===== src/rtl/if_fetch_stage_if.sv =====
// ---------------------------------------------------------------------------
// if_fetch_stage_if
//   Instruction-memory fetch channel between the IF stage and instruction
//   memory. It uses a single-outstanding req/ack handshake.
//
//   req    fetch request, driven by the fetch stage
//   addr   fetch address, held stable while req=1 and ack=0
//   ack    response valid, driven by memory (only meaningful while req=1)
//   rdata  instruction word, valid when ack=1
//
//   master : fetch-stage side
//   slave  : instruction-memory side
// ---------------------------------------------------------------------------
interface if_fetch_stage_if;
    logic        req;
    logic [31:0] addr;
    logic        ack;
    logic [31:0] rdata;

    modport master (
        output req,
        output addr,
        input  ack,
        input  rdata
    );

    modport slave (
        input  req,
        input  addr,
        output ack,
        output rdata
    );
endinterface


===== src/rtl/if_fetch_stage.sv =====
// ---------------------------------------------------------------------------
// if_fetch_stage
//   Instruction-fetch stage of the 5-stage pipeline. It owns the PC, issues
//   fetches to instruction memory over a req/ack handshake, and loads the
//   IF/ID pipeline register. It honours ID stalls through a one-entry skid
//   buffer and redirects on taken branches from EX. Wrong-path responses
//   that are already in flight are drained and then discarded.
//
//   All state changes on the falling clock edge, like the rest of the
//   pipeline.
//
//   Ports
//     clk           pipeline clock (state updates on negedge)
//     rst_n         asynchronous active-low reset
//     imem          fetch channel to instruction memory (master side)
//     stall         ID stall from the hazard unit; IF/ID holds its value
//     branch_taken  taken branch resolved in EX (redirect + flush)
//     branch_imm16  16-bit word offset of the EX branch
//     branch_pc4    PC+4 of the EX branch
//     if_id_inst    IF/ID instruction register
//     if_id_pc4     IF/ID PC+4 register
//     if_id_valid   IF/ID holds a real instruction
//     pc            address of the next instruction to be requested
// ---------------------------------------------------------------------------
module if_fetch_stage #(
    parameter logic [31:0] RESET_PC = 32'h0000_0000,
    parameter logic [31:0] NOP_INST = 32'h0000_0000
) (
    input  logic                   clk,
    input  logic                   rst_n,
    if_fetch_stage_if.master       imem,
    input  logic                   stall,
    input  logic                   branch_taken,
    input  logic [15:0]            branch_imm16,
    input  logic [31:0]            branch_pc4,
    output logic [31:0]            if_id_inst,
    output logic [31:0]            if_id_pc4,
    output logic                   if_id_valid,
    output logic [31:0]            pc
);

    // FETCH : a request is outstanding on req_addr_reg
    // DROP  : a wrong-path request is outstanding; its response is discarded
    // HOLD  : a fetched instruction waits in the skid buffer while ID stalls
    typedef enum logic [1:0] {
        ST_FETCH = 2'd0,
        ST_DROP  = 2'd1,
        ST_HOLD  = 2'd2
    } state_t;

    state_t      state_reg,     state_next;
    logic [31:0] pc_reg,        pc_next;
    logic [31:0] req_addr_reg,  req_addr_next;
    logic [31:0] inst_reg,      inst_next;
    logic [31:0] pc4_reg,       pc4_next;
    logic        valid_reg,     valid_next;
    logic [31:0] skid_inst_reg, skid_inst_next;
    logic [31:0] skid_pc4_reg,  skid_pc4_next;

    logic [31:0] branch_offset;
    logic [31:0] branch_target;
    logic [31:0] req_addr_plus4;

    // Byte offset = sign-extended word offset shifted left by two. The top
    // two bits of the sign extension fall off; the add wraps modulo 2^32.
    genvar gi;
    generate
        for (gi = 0; gi < 32; gi = gi + 1) begin : g_offset
            if (gi < 2) begin : g_zero
                assign branch_offset[gi] = 1'b0;
            end else if (gi < 18) begin : g_imm
                assign branch_offset[gi] = branch_imm16[gi-2];
            end else begin : g_sign
                assign branch_offset[gi] = branch_imm16[15];
            end
        end
    endgenerate

    assign branch_target  = branch_pc4 + branch_offset;
    assign req_addr_plus4 = req_addr_reg + 32'd4;

    // ---------------------------------------------------------------------
    // State register
    // ---------------------------------------------------------------------
    always_ff @(negedge clk or negedge rst_n) begin
        if (!rst_n) begin
            state_reg     <= ST_FETCH;
            pc_reg        <= RESET_PC;
            req_addr_reg  <= RESET_PC;
            inst_reg      <= NOP_INST;
            pc4_reg       <= 32'd0;
            valid_reg     <= 1'b0;
            skid_inst_reg <= 32'd0;
            skid_pc4_reg  <= 32'd0;
        end else begin
            state_reg     <= state_next;
            pc_reg        <= pc_next;
            req_addr_reg  <= req_addr_next;
            inst_reg      <= inst_next;
            pc4_reg       <= pc4_next;
            valid_reg     <= valid_next;
            skid_inst_reg <= skid_inst_next;
            skid_pc4_reg  <= skid_pc4_next;
        end
    end

    // ---------------------------------------------------------------------
    // Next-state and datapath
    // ---------------------------------------------------------------------
    always_comb begin
        state_next     = state_reg;
        pc_next        = pc_reg;
        req_addr_next  = req_addr_reg;
        inst_next      = inst_reg;
        pc4_next       = pc4_reg;
        valid_next     = valid_reg;
        skid_inst_next = skid_inst_reg;
        skid_pc4_next  = skid_pc4_reg;

        case (state_reg)
            ST_FETCH: begin
                if (imem.ack) begin
                    if (branch_taken) begin
                        // Response is wrong-path; restart at the target.
                        pc_next       = branch_target;
                        req_addr_next = branch_target;
                    end else if (!stall) begin
                        inst_next     = imem.rdata;
                        pc4_next      = req_addr_plus4;
                        valid_next    = 1'b1;
                        pc_next       = req_addr_plus4;
                        req_addr_next = req_addr_plus4;
                    end else begin
                        // ID cannot accept it yet: park it and pause fetching.
                        skid_inst_next = imem.rdata;
                        skid_pc4_next  = req_addr_plus4;
                        pc_next        = req_addr_plus4;
                        state_next     = ST_HOLD;
                    end
                end else begin
                    if (branch_taken) begin
                        // The address must stay stable until the old request
                        // is acked, so drain it in DROP.
                        pc_next    = branch_target;
                        state_next = ST_DROP;
                    end else if (!stall) begin
                        inst_next  = NOP_INST;
                        valid_next = 1'b0;
                    end
                end
            end

            ST_DROP: begin
                if (branch_taken) begin
                    pc_next = branch_target;
                end
                if (imem.ack) begin
                    // The next request starts at the latest redirect target.
                    req_addr_next = branch_taken ? branch_target : pc_reg;
                    state_next    = ST_FETCH;
                end
                if (!stall) begin
                    inst_next  = NOP_INST;
                    valid_next = 1'b0;
                end
            end

            ST_HOLD: begin
                if (branch_taken) begin
                    // The buffered instruction is wrong-path.
                    pc_next       = branch_target;
                    req_addr_next = branch_target;
                    state_next    = ST_FETCH;
                end else if (!stall) begin
                    inst_next     = skid_inst_reg;
                    pc4_next      = skid_pc4_reg;
                    valid_next    = 1'b1;
                    req_addr_next = pc_reg;
                    state_next    = ST_FETCH;
                end
            end

            default: begin
                state_next = ST_FETCH;
            end
        endcase

        // A taken branch flushes IF/ID even while ID is stalled.
        if (branch_taken) begin
            inst_next  = NOP_INST;
            valid_next = 1'b0;
        end
    end

    // ---------------------------------------------------------------------
    // Outputs
    // ---------------------------------------------------------------------
    assign imem.req    = rst_n && ((state_reg == ST_FETCH) || (state_reg == ST_DROP));
    assign imem.addr   = req_addr_reg;
    assign if_id_inst  = inst_reg;
    assign if_id_pc4   = pc4_reg;
    assign if_id_valid = valid_reg;
    assign pc          = pc_reg;

    // The fetch address must not move while a request waits for its ack.
    addr_stable_while_waiting: assert property (
        @(negedge clk) disable iff (!rst_n)
        (imem.req && !imem.ack) |=> $stable(imem.addr)
    );

endmodule


===== src/flat_wrapper.sv =====
// flat-port wrapper written by rule: the top's interface ports become plain ports
module if_fetch_stage_flat 
#(
    parameter logic [31:0] RESET_PC = 32'h0000_0000,
    parameter logic [31:0] NOP_INST = 32'h0000_0000
)
  (clk, rst_n, stall, branch_taken, branch_imm16, branch_pc4, if_id_inst, if_id_pc4, if_id_valid, pc, imem_req, imem_addr, imem_ack, imem_rdata);
  if_fetch_stage_if imem_i ();
  input  logic clk;
  input  logic rst_n;
  input  logic stall;
  input  logic branch_taken;
  input  logic [15:0] branch_imm16;
  input  logic [31:0] branch_pc4;
  output logic [31:0] if_id_inst;
  output logic [31:0] if_id_pc4;
  output logic if_id_valid;
  output logic [31:0] pc;
  output wire logic [$bits(imem_i.req)-1:0] imem_req;
  output wire logic [$bits(imem_i.addr)-1:0] imem_addr;
  input wire logic [$bits(imem_i.ack)-1:0] imem_ack;
  input wire logic [$bits(imem_i.rdata)-1:0] imem_rdata;
  assign imem_req = imem_i.req;
  assign imem_addr = imem_i.addr;
  assign imem_i.ack = imem_ack;
  assign imem_i.rdata = imem_rdata;
  if_fetch_stage #(.RESET_PC(RESET_PC), .NOP_INST(NOP_INST)) u_core (.clk(clk), .rst_n(rst_n), .imem(imem_i), .stall(stall), .branch_taken(branch_taken), .branch_imm16(branch_imm16), .branch_pc4(branch_pc4), .if_id_inst(if_id_inst), .if_id_pc4(if_id_pc4), .if_id_valid(if_id_valid), .pc(pc));
endmodule

===== config.mk =====
export PLATFORM = sky130hd
export DESIGN_NAME = if_fetch_stage_flat
export DESIGN_NICKNAME = d
export VERILOG_FILES = /design/src/rtl/if_fetch_stage_if.sv /design/src/rtl/if_fetch_stage.sv /design/src/flat_wrapper.sv
export SDC_FILE = /design/constraint.sdc
export NUM_CORES = 1
export LEC_CHECK = 0
export CORE_ASPECT_RATIO = 0.8
export CORE_MARGIN = 8
export CORE_UTILIZATION = 25
export CTS_BUF_LIST = sky130_fd_sc_hd__clkbuf_8
export DETAILED_ROUTE_END_ITERATION = 6
export PLACE_DENSITY_LB_ADDON = 0.12
export SYNTH_ARGS = -nofsm -noshare
export SYNTH_HDL_FRONTEND = slang
export SYNTH_SLANG_ARGS = --single-unit

===== constraint.sdc =====
create_clock -name clk -period 2.7 [get_ports clk]
set_input_delay 0.675 -clock clk [delete_from_list [all_inputs] [get_ports clk]]
set_output_delay 0.675 -clock clk [all_outputs]
set_load 0.05 [all_outputs]

After elaboration in Yosys (flattened, before gate mapping)
Cells that the tools add are included.

storage, ports and cells
  input port bits = 85
  register bits = 195

cells by class
  equal/unequal tests = 14
  bitwise operators = 1
  mux-type cells = 35
  reduce and logical (&&, ||, !) cells = 13
  $add $sub $neg = 2

operators by type and width
  cell                   count
  $mux 32                18
  $pmux 32 s3            2
  $pmux 32 s2            2
  $add 32x3->32 const B  1
  $add 32x32->32         1
  $ne 3x3->1 const B     5
  $mux 2                 7
  $ne 2x2->1 const B     6
  $reduce_and 5->1       2
  $pmux 2 s3             1
  $reduce_and 6->1       1
  $mux 1                 4
  $ne 4x4->1 const B     1
  $reduce_and 4->1       1
  $reduce_bool 2->1      2
  $reduce_bool 4->1      1
  $pmux 1 s3             1
  $reduce_and 3->1       1
  $reduce_bool 3->1      1
  $eq 2x1->1 const B     1
  $eq 2x2->1 const B     1
  $logic_not 2->1        1
  $reduce_or 2->1        1
  $logic_and 1x1->1      1
  2 further kinds        2

Longest topological paths before layout
  depth after elaboration = 5
  mapped depth = 12

==> results.tsv <==
stage	metric	value	unit
run_status	status	finished, violations left	
run_status	violations	negative setup slack	
drt	viasPerCell	4.88	
logic_synthesis	syn_area	11800	µm²
worst_setup_path	cp_max_fo	2	
layout	drive_above_1_share	0.526	
min_path	min_from	u_core.skid_pc4_reg[21]	
clocking	cts_inserted_buffers	17	
worst_setup_path	crit_path_end_kind	flop	
clocking	cts_tree	done	
placed_design	hpwl	35000	µm
layout	diodes	0	
logic_synthesis	yosys.area.top_type_share	0.414	
min_path	holdPathStages	2	
power	cellPowerDensity	1230	nW/µm²
clocking	cts.sinks	195	
floorplan	rows	71	
timing	setup_viol	322	
power	switchingPower	13.2	mW
worst_setup_path	worstPathRequired	1.62	ns
drt	vias	12600	
worst_setup_path	start_kind	primary input	
floorplan	initial_utilization	0.252	
worst_setup_path	timing.rr.end	u_core.imem.addr[28]	
drt	dr.pass1.iters	5	
power	pwr-share-comb	0.713	
logic_synthesis	synth_edf_count	0	
drt	antenna_left	0	
placed_design	io_buffers	214	
timing	relSlewSlack	0.517	
floorplan	die-width	259	µm
worst_setup_path	worstSetupPathType	primary input to flop	
logic_synthesis	synthCells	1396	
layout	fin_nets	2074	
layout	fin_util	0.483	
floorplan	die_h	210	µm
clocking	clk_latency	0.45	ns
global_route	grt.overflow.total	0	
power	p_int	14.6	mW
timing	hold_viol	0	
global_route	track_usage	0.174	
worst_setup_path	reg2reg_depth	11	
min_path	min_to	u_core.skid_pc4_reg[21]	
layout	seq_area	4880	µm²
floorplan	core-area	46700	µm²
logic_synthesis	avgSynthCellArea	8.43	µm²
logic_synthesis	synthArstFlopShare	1.00	
placed_design	routabilityCongestion	0.833	
worst_setup_path	critPathArrivalTime	2.67	ns
timing	rsz0062_at_grt	yes	
clocking	cts.path.max_buffers	2	
floorplan	io_pins	215	
timing	finalMaxSlewViolations	0	
global_route	grt_pass1_wl	74400	µm
worst_setup_path	rr_startpoint	u_core.imem.addr[3]	
clocking	cts.htree.levels	4	
logic_synthesis	synth-warning-count	0	
power	peakVddDrop	0.710	mV
layout	multi_input_area	8830	µm²
power	p_seq_frac	0.216	
timing	tightest_slew	0.722	ns
global_route	antenna_found_initial	0	
drt	drt_iter0_drc	642	
drt	drc	0	
layout	fillers	4397	
logic_synthesis	synth_top_flop_cell	dfrtn_1	
power	total_power	27.8	mW
run	maxCapViolations	0	
power	switching_share	0.476	
min_path	hp-class	flop to flop	
power	leakagePower	9.75	nW
floorplan	dieArea	54300	µm²
logic_synthesis	yosys-top-cells-area	dfrtn_1 (41%), a21oi_1 (7.1%), nand2_1 (6.3%)	
timing	clock_skew	0.00969	ns
global_route	grt_max_degree	60	
clocking	root_buffer	clkbuf_8	
logic_synthesis	ys_ff_latch	195	
clocking	clk_pin_slew_worst_paths	0.06	ns
power	p_clk_frac	0.070	
layout	syn_to_final_growth	91.5	%
global_route	grt_pass1_vias	12200	
drt	wl_per_cell	20.2	µm
drt	finalWirelength	52300	µm
logic_synthesis	synth_nets	1516	
logic_synthesis	synth.distinct_cells	80	
logic_synthesis	ys_seq_area_frac	0.414	
timing	setup_ws	-1.05	ns
worst_setup_path	rrSetupSlack	-0.21	ns
logic_synthesis	synth_area_leader_cell	dfrtn_1	
[worst max-delay path by stage]
stage                     depth (start not counted)             from                    to  slack (ns)
after floorplan                                  10  branch_imm16[0]  u_core.imem.addr[30]       -1.26
final                                            14  branch_imm16[0]  u_core.imem.addr[24]       -1.05
after CTS                                        10    branch_pc4[3]         u_core.pc[29]       -1.08
after global routing                             11  branch_imm16[0]  u_core.imem.addr[30]       -1.12
after global placement                           11  branch_imm16[0]  u_core.imem.addr[30]       -2.01
after detailed placement                         11  branch_imm16[0]         u_core.pc[26]       -2.07
[routing by layer]
layer	up-vias	track usage	wire [µm]
li1	6106	-	-
met1	6216	0.259	25800
met2	270	0.259	23800
met3	39	0.0317	2130
met4	0	0.0382	606
met5	-	0	0
[cells in the final DEF, fill, tap and decap left out, types with 17 or more instances in the layout]
cell type / n
nand2_2: 44
a211oi_1: 17
dfrtn_1: 195
buf_12: 159
xnor2_1: 17
xor2_1: 20
a21oi_2: 56
clkbuf_8: 21
ha_4: 27
a21oi_1: 96
a211oi_2: 22
clkdlybuf4s50_1: 39
clkbuf_16: 18
o22ai_1: 20
buf_4: 322
o21ai_1: 74
inv_1: 18
nand2_1: 108
nor2_1: 140
o21ai_0: 40
o21ai_2: 29
buf_6: 58
mux2_2: 29
nand2_4: 45
mux2i_1: 18
[synthesized netlist by cell type (all sizes together), types with 5 or more instances]
cell type  count
o22ai         31
xnor2         35
a31oi          9
mux2          45
a21o          10
dfrtn        195
xor2          28
a211oi        40
a21oi        166
and2           8
a22oi         16
nand2        199
inv           20
ha            34
nand3         20
or3            5
mux2i         18
a221oi         8
o21ai        148
and3           8
o21bai         5
nor2         152
nor3          16
buf           20
nand4          8
clkbuf        82
a221o          6
o221ai         5
[critical path: stages]
cell,delay (ns)
buf_6,0.10
ha_4,0.16
fa_2,0.39
a21oi_4,0.20
o2111ai_4,0.15
buf_4,0.17
buf_6,0.12
nand3_4,0.06
o21ai_4,0.07
nand2_2,0.09
buf_6,0.10
nand2_4,0.05
xnor2_4,0.21
a31oi_1,0.12
[final cells by class]
class	count	share of cell area
multi-input combinational	1078	0.391
clock buffer	20	0.0122
inverter	21	0.00355
clock inverter	12	0.00477
tap	620	0.0344
sequential	195	0.216
timing repair buffer	641	0.337
[power groups by stage]
stage	Combinational, mW	Clock, mW	Sequential (mW)
CTS	16.9	2.05	5.95
floorplan	5.92	0	8.27
global route	21.0	2.16	6.18
detailed placement	16.3	0	5.97
global placement	16.1	0	5.96
finish	19.8	1.95	6.02
[timing repair]
action	CTS	global route
endpoints found under the hold margin	0	0
gates cloned	4	24
pin swaps	125	160
resized for setup	356	337
setup buffers	52	87
hold buffers	0	0
endpoints found under the setup margin	325	325
[logic make-up after synthesis]
| family | after synthesis | share of synthesized area |
|---|---|---|
| compound gates | 477 | 0.239 |
| xor+xnor | 63 | 0.0475 |
| fa+ha+maj | 35 | 0.0378 |
| buf+inv | 123 | 0.0417 |
| flops | 195 | 0.414 |
| mux | 63 | 0.0583 |
| simple gates | 440 | 0.161 |
[per-stage QoR]
stage	setup TNS, ns	hold slack (ns)	setup WS [ns]	area (µm²)	instances
after floorplan	-97.36	0.415	-1.26	12500	1396
after global placement	-237.55	0.428	-2.01	18400	2421
after detailed placement	-240.02	0.437	-2.07	18400	2421
after CTS	-128.81	0.438	-1.08	20100	2490
after global routing	-145.48	0.462	-1.12	22600	2587
final	-133.69	0.437	-1.05	22600	2587
(Power assumes the default switching activity.)
